$ cat config.mk
export PLATFORM = sky130hd
export DESIGN_NAME = pipe_hazard_tracker
export DESIGN_NICKNAME = d
export VERILOG_FILES = /design/src/rtl/pipe_hazard_tracker.sv
export SDC_FILE = /design/constraint.sdc
export NUM_CORES = 1
export LEC_CHECK = 0
export CAP_MARGIN = 20
export CORE_ASPECT_RATIO = 1.4
export CORE_MARGIN = 5
export CORE_UTILIZATION = 27
export CTS_CLUSTER_DIAMETER = 100
export DETAILED_ROUTE_END_ITERATION = 7
export RECOVER_POWER = 100
export REMOVE_ABC_BUFFERS = 1
export SKIP_CTS_REPAIR_TIMING = 1
export SKIP_LAST_GASP = 1
export SLEW_MARGIN = 40
export SYNTH_ARGS = -nofsm -noshare
export SYNTH_HDL_FRONTEND = slang
export SYNTH_SLANG_ARGS = --single-unit
$ cat constraint.sdc
create_clock -name clk -period 2.7 [get_ports clk]
set_input_delay 0.81 -clock clk [delete_from_list [all_inputs] [get_ports clk]]
set_output_delay 0.81 -clock clk [all_outputs]
set_load 0.01 [all_outputs]
$ cat src/rtl/pipe_hazard_tracker.sv
// pipe_hazard_tracker: load-use stall, redirect flush and registered forward-select control
// for NUM_STAGES post-decode stages, with external hold and a saturating stall counter.
module pipe_hazard_tracker #(
   parameter int NUM_STAGES = 3,
   parameter int ADDR_WIDTH = 4,
   parameter int LOAD_READY = 3,
   parameter int PERF_WIDTH = 16,
   localparam int FWD_W = $clog2(NUM_STAGES + 1)
) (
   input  logic                  clk,
   input  logic                  rst,
   input  logic                  i_valid_ID,
   input  logic [ADDR_WIDTH-1:0] i_rs1Addr_ID,
   input  logic [ADDR_WIDTH-1:0] i_rs2Addr_ID,
   input  logic                  i_rs1_used_ID,
   input  logic                  i_rs2_used_ID,
   input  logic [ADDR_WIDTH-1:0] i_rd_ID,
   input  logic                  i_reg_write_ID,
   input  logic                  i_load_ID,
   input  logic                  i_pc_src_EX,
   input  logic                  i_hold,
   output logic                  o_stall_IF,
   output logic                  o_stall_ID,
   output logic                  o_flush_ID,
   output logic                  o_flush_EX,
   output logic [FWD_W-1:0]      o_fwd_rs1_EX,
   output logic [FWD_W-1:0]      o_fwd_rs2_EX,
   output logic [PERF_WIDTH-1:0] o_stall_count
);
   // Index 0 is S1 (EX); index NUM_STAGES-1 is the oldest tracked stage.
   logic [NUM_STAGES-1:0] v_q, v_d, wr_q, wr_d, ld_q, ld_d;
   logic [ADDR_WIDTH-1:0] rd_q [NUM_STAGES];
   logic [ADDR_WIDTH-1:0] rd_d [NUM_STAGES];
   logic [FWD_W-1:0]      fwd1_q, fwd1_d, fwd2_q, fwd2_d, sel1, sel2;
   logic [PERF_WIDTH-1:0] cnt_q, cnt_d;
   logic                  late1, late2, lu, enter;

   // Descending scan so the youngest matching stage overwrites older ones;
   // late* marks a load whose data is not yet forwardable from that stage.
   always_comb begin
      sel1  = '0;
      sel2  = '0;
      late1 = 1'b0;
      late2 = 1'b0;
      for (int i = NUM_STAGES - 2; i >= 0; i--) begin
         if (v_q[i] && wr_q[i] && rd_q[i] == i_rs1Addr_ID) begin
            sel1  = FWD_W'(i + 2);
            late1 = ld_q[i] && (i + 2 < LOAD_READY);
         end
         if (v_q[i] && wr_q[i] && rd_q[i] == i_rs2Addr_ID) begin
            sel2  = FWD_W'(i + 2);
            late2 = ld_q[i] && (i + 2 < LOAD_READY);
         end
      end
   end

   assign lu         = i_valid_ID && ((i_rs1_used_ID && late1) || (i_rs2_used_ID && late2));
   assign enter      = i_valid_ID && !i_pc_src_EX && !lu;
   assign o_stall_IF = i_hold || (!i_pc_src_EX && lu);
   assign o_stall_ID = o_stall_IF;
   assign o_flush_ID = !i_hold && i_pc_src_EX;
   assign o_flush_EX = !i_hold && (i_pc_src_EX || lu);

   always_comb begin
      v_d     = i_hold ? v_q  : {v_q[NUM_STAGES-2:0], enter};
      wr_d    = i_hold ? wr_q : {wr_q[NUM_STAGES-2:0], enter && i_reg_write_ID && i_rd_ID != '0};
      ld_d    = i_hold ? ld_q : {ld_q[NUM_STAGES-2:0], enter && i_load_ID};
      rd_d[0] = i_hold ? rd_q[0] : i_rd_ID;
      for (int i = 1; i < NUM_STAGES; i++) rd_d[i] = i_hold ? rd_q[i] : rd_q[i-1];
      fwd1_d  = i_hold ? fwd1_q : (enter ? sel1 : '0);
      fwd2_d  = i_hold ? fwd2_q : (enter ? sel2 : '0);
      cnt_d   = (!i_hold && lu && !i_pc_src_EX && !(&cnt_q)) ? cnt_q + 1'b1 : cnt_q;
   end

   always_ff @(posedge clk or negedge rst) begin
      if (!rst) begin
         v_q    <= '0;
         wr_q   <= '0;
         ld_q   <= '0;
         for (int i = 0; i < NUM_STAGES; i++) rd_q[i] <= '0;
         fwd1_q <= '0;
         fwd2_q <= '0;
         cnt_q  <= '0;
      end else begin
         v_q    <= v_d;
         wr_q   <= wr_d;
         ld_q   <= ld_d;
         rd_q   <= rd_d;
         fwd1_q <= fwd1_d;
         fwd2_q <= fwd2_d;
         cnt_q  <= cnt_d;
      end
   end

   assign o_fwd_rs1_EX  = fwd1_q;
   assign o_fwd_rs2_EX  = fwd2_q;
   assign o_stall_count = cnt_q;
endmodule

# == Word-level counts from Yosys, hierarchy flattened ==
# Cells that the tools add are included.
# totals
latchBits,0
register_bits,33
word_cells,50
mem_bits_rw,0
memories,0
romBits,0
out_inout_bits,24
# op_classes
n_reduce_logical,29
mul,0
n_shift,0
magnitude_cmp,0
eq_ne,4
mux,8
bitwise,0
n_addsub,1
div,0
# ops
cell,count
logical AND 1 bit,20
"adder 16 x 1 -> 16 bit, second input constant",1
equality test 4 bit,4
AND reduction 16 bit,1
two-way mux 2 bit,6
zero test 1 bit,4
nonzero test 4 bit,1
logical OR 1 bit,3
two-way mux 1 bit,2

# == Longest topological paths before layout ==
# Gate-level depths: netlist of the first run.
# logic_depth
word_depth,10
depth_mapped,7
mapped_depth_nobuf,6

# == Least setup slack after synthesis of the first run ==
# No wires, ideal clock.
# synth_path
kind,input-to-output
start,input port i_rs2Addr_ID[2]
end,output port o_stall_IF
n_path_buf,1
slack_ns,-0.372
arrival_time_ns,2.262
stages,7
path_cell_list,xor2_1 nor3_2 nand4_2 o2bb2ai_1 nand2_1 o21ai_0 buf_4
# synth_between
elab_chain_len,8
# synth_rtl
element,line_no,source
"start, declared",14,"input logic [ADDR_WIDTH-1:0] i_rs2Addr_ID,"
equality test 4 bit,50,if (v_q[i] && wr_q[i] && rd_q[i] == i_rs2Addr_ID) begin
logical AND 1 bit,50,
two-way mux 1 bit,50,
logical AND 1 bit,57,assign lu = i_valid_ID && ((i_rs1_used_ID && late1) || (i_rs2_used_ID && late2));
logical OR 1 bit,57,
logical AND 1 bit,57,
logical AND 1 bit,59,assign o_stall_IF = i_hold || (!i_pc_src_EX && lu);
logical OR 1 bit,59,
"end, declared",22,"output logic o_stall_IF,"
# Every way passes these cells.

# == Worst setup path in the final report of the first run ==
# Same ends and word-level chain as after synthesis.

==> flow_summary.yaml, run 1 <==
floorplanning:
  die_w_um: 77.6
  core_um2: 6210
  fp.dieH_um: 105
  dieArea_um2: 8110
  start_util: 0.278
  std_cell_rows: 34
  ios: 45
sta:
  slew_violations: 0
  period_minus_slack_ps: 2780
  relSlewSlack: 0.435
  finClkSkew_ps: 3.64
  period_share: 1.03
  max_freq_ghz: 0.360
  worstMarginPinSlew_ps: 847
  grt_setup_unrepaired: "true"
  fin_setup_tns_ps: -220
  worst_slack_ps: -76.7
  hold_viol: 0
  finalSetupViolCount: 3
placement:
  dpl_worst_slack_ps: -1010
  place_area_um2: 2420
  gp_congestion: 0.778
  portBuffers: 44
  dp_cells: 295
  dpl.hpwl_um: 3330
global_routing:
  overflow: 0
  grt_pass1_vias: 1486
  grt_util_all_layers: 0.112
  antenna_found_initial: 0
  grt_max_degree: 34
  grt_pass1_wl_um: 7180
finish:
  fin_nets: 254
  final_cell_count_no_fill: 304
  layout_common_cells: "dfrtp_1, buf_4, dlygate4sd3_1"
  final_common_cell: "dfrtp_1"
  drive_gt1_frac: 0.280
  fin_area_um2: 2550
  fillers: 625
  n_antenna_cell: 0
  area_growth_pct: 48.1
power:
  irDropWorstVdd_mv: 0.359
  p_per_area_nw_per_um2: 450
  p_int_mw: 0.874
  p_leak_nw: 1.24
  pwr-share-seq: 0.468
  swShare: 0.241
  p_clk_frac: 0.397
  pwr-share-comb: 0.135
  power_switching_mw: 0.277
worst_setup_path:
  cp.arrival_ps: 1970
  critPathRequiredTime_ps: 1890
  worstReg2RegStart: "rd_q[9]$_DFFE_PN0N_"
  slowest_delay_ps: 210
  critPathSlowestCell: "nor3_2"
  cp_max_fo: 2
  start_kind: "input pin"
  critPathCaptureType: "primary output"
  crit_path_start: "i_rs2Addr_ID[2]"
  crit_chain: "buf_6, xor2_1, nor3_2, nand4_2, o2bb2ai_4, nand2_2, o21ai_2, buf_2"
  crit_type: "input pin to primary output"
synth:
  syn_area_um2: 1730
  synth_seq_cells: 33
  avgSynthCellArea_um2: 10.9
  yosysUniqueCellTypes: 33
  yosysSeqAreaShare: 0.479
  synth_warnings: 0
  syn_inst: 158
clocking:
  cts_tree: "done"
  clk_latency_ps: 290
  clk_path_buf_depth: 2
  cts_htree_levels: 2
  clkSinkCount: 33
  cts-root-buf: "clkbuf_8"
  path_clk_slew_ps: 70
  cts_buffers: 5
status:
  outcome: "finished with violations"
  failed_checks: "setup timing"
flow_run:
  cap_violations: 0
route:
  drc_errors: 0
  ant_nets: 0
  wl_per_cell_um: 14.4
  wl_um: 4390
  first_pass_iters: 4
  vias: 1480
  post_drt_via_cell_ratio: 4.87
  initialDrtViolationCount: 48
min_path:
  hold_class: "register to register"
  min_from: "o_fwd_rs2_EX[0]$_DFFE_PN0N_"
[critical path: cells and delay by family]
kind,cells,cell delay [ps]
AO/OA/AOI/OAI,2,320
AND/OR/NAND/NOR,3,430
XOR/XNOR,1,150
buffers and inverters,2,240
[layout make-up]
type                       instances  area, µm²  area share
sequential                        33        826       0.323
inverter                           2       7.51     0.00294
clock inverter                     2       35.0      0.0137
tap                               72       90.1      0.0353
clock buffer                       5       68.8      0.0269
timing repair buffer              72        621       0.243
multi-input combinational        118        907       0.355
[state kept, by name (all words and copies together) (netlist names)]
name,cells
o_fwd_rs2_EX,2
wr_q,2
o_fwd_rs1_EX,2
rd_q,8
ld_q,1
o_stall_count,16
v_q,2
[per-stage QoR]
stage / hold WS, ps / utilization / total power [mW]
6_report: 487 / 0.411 / 1.15
5_1_grt: 503 / 0.411 / 1.21
4_1_cts: 498 / 0.407 / 1.18
3_5_place_dp: 481 / 0.390 / 0.707
3_3_place_gp: 483 / 0.390 / 0.705
2_1_floorplan: 479 / - / 0.610
[power by group through the flow]
stage                     Clock [mW]  Combinational [mW]  Sequential [mW]
final                          0.457               0.155            0.538
after CTS                      0.479               0.161            0.537
after detailed placement           0               0.161            0.547
after global routing           0.496               0.170            0.541
after floorplan                    0              0.0679            0.542
after global placement             0               0.158            0.546
[Yosys cell counts]
library cell | count | share of area
nor4_1 | 6 | 0.022
o2bb2ai_1 | 1 | 0.0051
o21ai_0 | 3 | 0.0087
buf_4 | 1 | 0.0044
xnor2_1 | 15 | 0.076
and3_1 | 3 | 0.011
ha_1 | 1 | 0.0073
xor2_1 | 16 | 0.081
nor2b_1 | 1 | 0.0036
nand2b_1 | 1 | 0.0036
nand3_1 | 6 | 0.017
a22o_1 | 2 | 0.010
nand4_2 | 1 | 0.0073
nand2_1 | 14 | 0.030
a41o_1 | 1 | 0.0058
or4_1 | 1 | 0.0044
dfrtp_1 | 33 | 0.48
nand4_1 | 9 | 0.033
a32o_1 | 3 | 0.017
or3_1 | 1 | 0.0036
o2111ai_1 | 1 | 0.0051
and2_1 | 1 | 0.0036
nor3_2 | 1 | 0.0058
nor2_1 | 5 | 0.011
nor3_1 | 8 | 0.023
buf_6 | 1 | 0.0065
clkbuf_1 | 3 | 0.0065
mux2_2 | 11 | 0.072
a31oi_1 | 2 | 0.0073
a21o_1 | 1 | 0.0044
inv_1 | 2 | 0.0044
o2bb2a_4 | 1 | 0.012
o31ai_1 | 2 | 0.0087
[per-layer routing]
layer  wire length, µm  share of wire  vias up  GRT usage
li1                  -              -      724          -
met1              1710           0.39      700      0.132
met2              2350           0.54       50      0.191
met3               256          0.058        6     0.0327
met4                69          0.016        0     0.0405
met5                 0              0        -          0
[logic make-up after synthesis]
family | after synthesis | synth area share
flops | 33 | 0.479
fa+ha+maj | 1 | 0.00725
simple gates | 58 | 0.179
xor+xnor | 31 | 0.157
mux | 11 | 0.0718
compound gates | 17 | 0.0841
buf+inv | 7 | 0.0218
[final timing paths]
check                                                     end  slack [ps]  depth (start not counted)
worst max-delay path                               o_stall_IF         -80                          8
worst min-delay path              o_fwd_rs2_EX[0]$_DFFE_PN0N_         490                          1
worst max register to register  o_stall_count[15]$_DFFE_PN0P_         450                          9
worst min register to register    o_fwd_rs2_EX[0]$_DFFE_PN0N_         490                          1
max in group asynchronous                 ld_q[0]$_DFFE_PN0N_        1020                          2
min in group asynchronous        o_stall_count[0]$_DFFE_PN0P_        1150                          2
(Power assumes the default switching activity.)
==> run 2, diff against run 1 <==
Settings changed: SLEW_MARGIN 40 to unset.
==> results of run 2 <==
Final layout, timing and power as in run 1 (identical DEF).
==> run 3, diff against run 2 <==
Clock period 2.7 ns to 3.1 ns, I/O delays scaled along.
==> run 3 against run 2 <==
The run now ends clean. Combinational power shrank 15%. Worst hold slack gained 7.6 ps. Sequential cell count is the same. Register-to-register slack gained 280 ps. Die area is the same. Via count shrank 1.4%. Wire length shrank 1.3%. Clock-buffer cell count is the same. Sequential share of layout area shrank 0.14 points. Setup slack gained 140 ps. Clock power shrank 9.0%. Non-clock buffer count shrank 4. Critical path type unchanged. Largest cell class unchanged. Largest power group unchanged. Highest routed layer unchanged.
==> flow_summary.yaml, run 3 (same netlist as run 1, synthesis figures left out) <==
finish:
  drive_gt1_frac: 0.249
  final_common_cell: "dfrtp_1"
  fin_nets: 250
  layout_common_cells: "dfrtp_1, dlygate4sd3_1, buf_4"
  area_growth_pct: 48.7
  n_antenna_cell: 0
  largest_register_ffs: 16
worst_setup_path:
  cp.arrival_ps: 2100
  worstReg2RegStart: "rd_q[11]$_DFFE_PN0N_"
  crit_chain: "buf_8, xor2_2, nor3_2, nand4_2, o2bb2ai_4, nand2_2, o21ai_2, buf_2"
  critPathRequiredTime_ps: 2170
  critPathTopFamily: "simple AND/OR/NAND/NOR gates"
  cp_max_fo: 2
  critPathCaptureType: "primary output"
  critPathSlowestCell: "nor3_2"
  start_kind: "input pin"
  crit_type: "input pin to primary output"
  slowest_delay_ps: 210
  crit_path_start: "i_rs2Addr_ID[3]"
  critPathBufInv: 2
route:
  initialDrtViolationCount: 70
  vias: 1459
  wl_per_cell_um: 14.4
  first_pass_iters: 4
  post_drt_via_cell_ratio: 4.85
  wl_um: 4330
  drc_errors: 0
  ant_nets: 0
global_routing:
  grt_max_degree: 34
  grt_pass1_vias: 1551
  grt_pass1_wl_um: 7330
  overflow: 0
  grt_util_all_layers: 0.110
  antenna_found_initial: 0
clocking:
  cts_tree: "done"
  cts_buffers: 5
  path_clk_slew_ps: 80
  clkSinkCount: 33
  clk_path_buf_depth: 2
  clk_latency_ps: 290
  cts_htree_levels: 2
  cts-root-buf: "clkbuf_8"
sta:
  slew_violations: 0
  worstMarginPinSlew_ps: 908
  period_share: 0.979
  worst_slack_ps: 65.3
  finClkSkew_ps: 6.72
  hold_viol: 0
  hold_ws_ps: 495
  period_minus_slack_ps: 3030
  finalSetupViolCount: 0
  max_freq_ghz: 0.330
  grt_setup_unrepaired: "true"
  relSlewSlack: 0.394
power:
  irDropWorstVdd_mv: 0.209
  p_per_area_nw_per_um2: 396
  p_leak_nw: 1.25
min_path:
  min_from: "o_stall_count[15]$_DFFE_PN0P_"
  hold_class: "register to register"
placement:
  gp_congestion: 0.795
  dpl_worst_slack_ps: -852
  dpl.hpwl_um: 3270
  portBuffers: 44
floorplanning:
  ios: 45
  fp.dieH_um: 105
  die_w_um: 77.6
  start_util: 0.278
  std_cell_rows: 34
  dieArea_um2: 8110
  core_um2: 6210
status:
  outcome: "complete, no violations"
flow_run:
  cap_violations: 0
## run 3: changes by cell type in the layout (fill, tap and decap cells not counted), sizes merged
cell          previous run  this run
dlymetal6s2s             3         7
clkbuf                  12         8
clkinvlp                 0         1
buf                     30        26
## run 3: worst paths after layout
path | endpoint | slack (ps) | cells after the start
worst max-delay path | o_stall_IF | 70 | 8
worst min-delay path | o_stall_count[15]$_DFFE_PN0P_ | 490 | 1
worst max register to register | o_stall_count[1]$_DFFE_PN0P_ | 730 | 8
worst min register to register | o_stall_count[15]$_DFFE_PN0P_ | 490 | 1
max in group asynchronous | rd_q[4]$_DFFE_PN0N_ | 1320 | 2
min in group asynchronous | o_stall_count[1]$_DFFE_PN0P_ | 1260 | 2
## run 3: per-layer routing
metal | track usage | part of all wire | vias up | wire length, µm
li1 | - | - | 712 | -
met1 | 0.130 | 0.39 | 697 | 1690
met2 | 0.190 | 0.53 | 44 | 2310
met3 | 0.0353 | 0.064 | 6 | 276
met4 | 0.0319 | 0.011 | 0 | 47
met5 | 0 | 0 | - | 0
## run 3: final cells by class
cell class	instances	area, µm²
Multi-Input combinational cell	118	907
Sequential cell	33	826
Clock inverter	3	46.3
Tap cell	72	90.1
Timing Repair Buffer	68	621
Inverter	2	7.51
Fill cell	619	3640
Clock buffer	5	68.8
## run 3: power by group
group	internal [mW]	switching [mW]
registers	0.448	0.0218
clock network	0.241	0.175
logic	0.0770	0.0542
total	0.766	0.251
## run 3: through the flow
| step | power, mW | TNS [ps] | std cells | area [µm²] | utilization |
|---|---|---|---|---|---|
| after floorplan | 0.532 | -334 | 153 | 1700 | - |
| after global placement | 0.607 | -2510 | 289 | 2380 | 0.383 |
| after detailed placement | 0.609 | -2540 | 289 | 2380 | 0.383 |
| after CTS | 1.03 | -2560 | 297 | 2490 | 0.401 |
| after global routing | 1.06 | -296 | 301 | 2570 | 0.413 |
| final | 1.02 | 0 | 301 | 2570 | 0.413 |
## run 3: worst reg2reg max path: stages, from the launching register on
cell and delay (ps):
dfrtp_1 440, xor2_2 200, nor3_2 210, nand4_2 150
buf_4 170, buf_4 140, o2bb2a_4 250, nor3_1 330
mux2_2 380
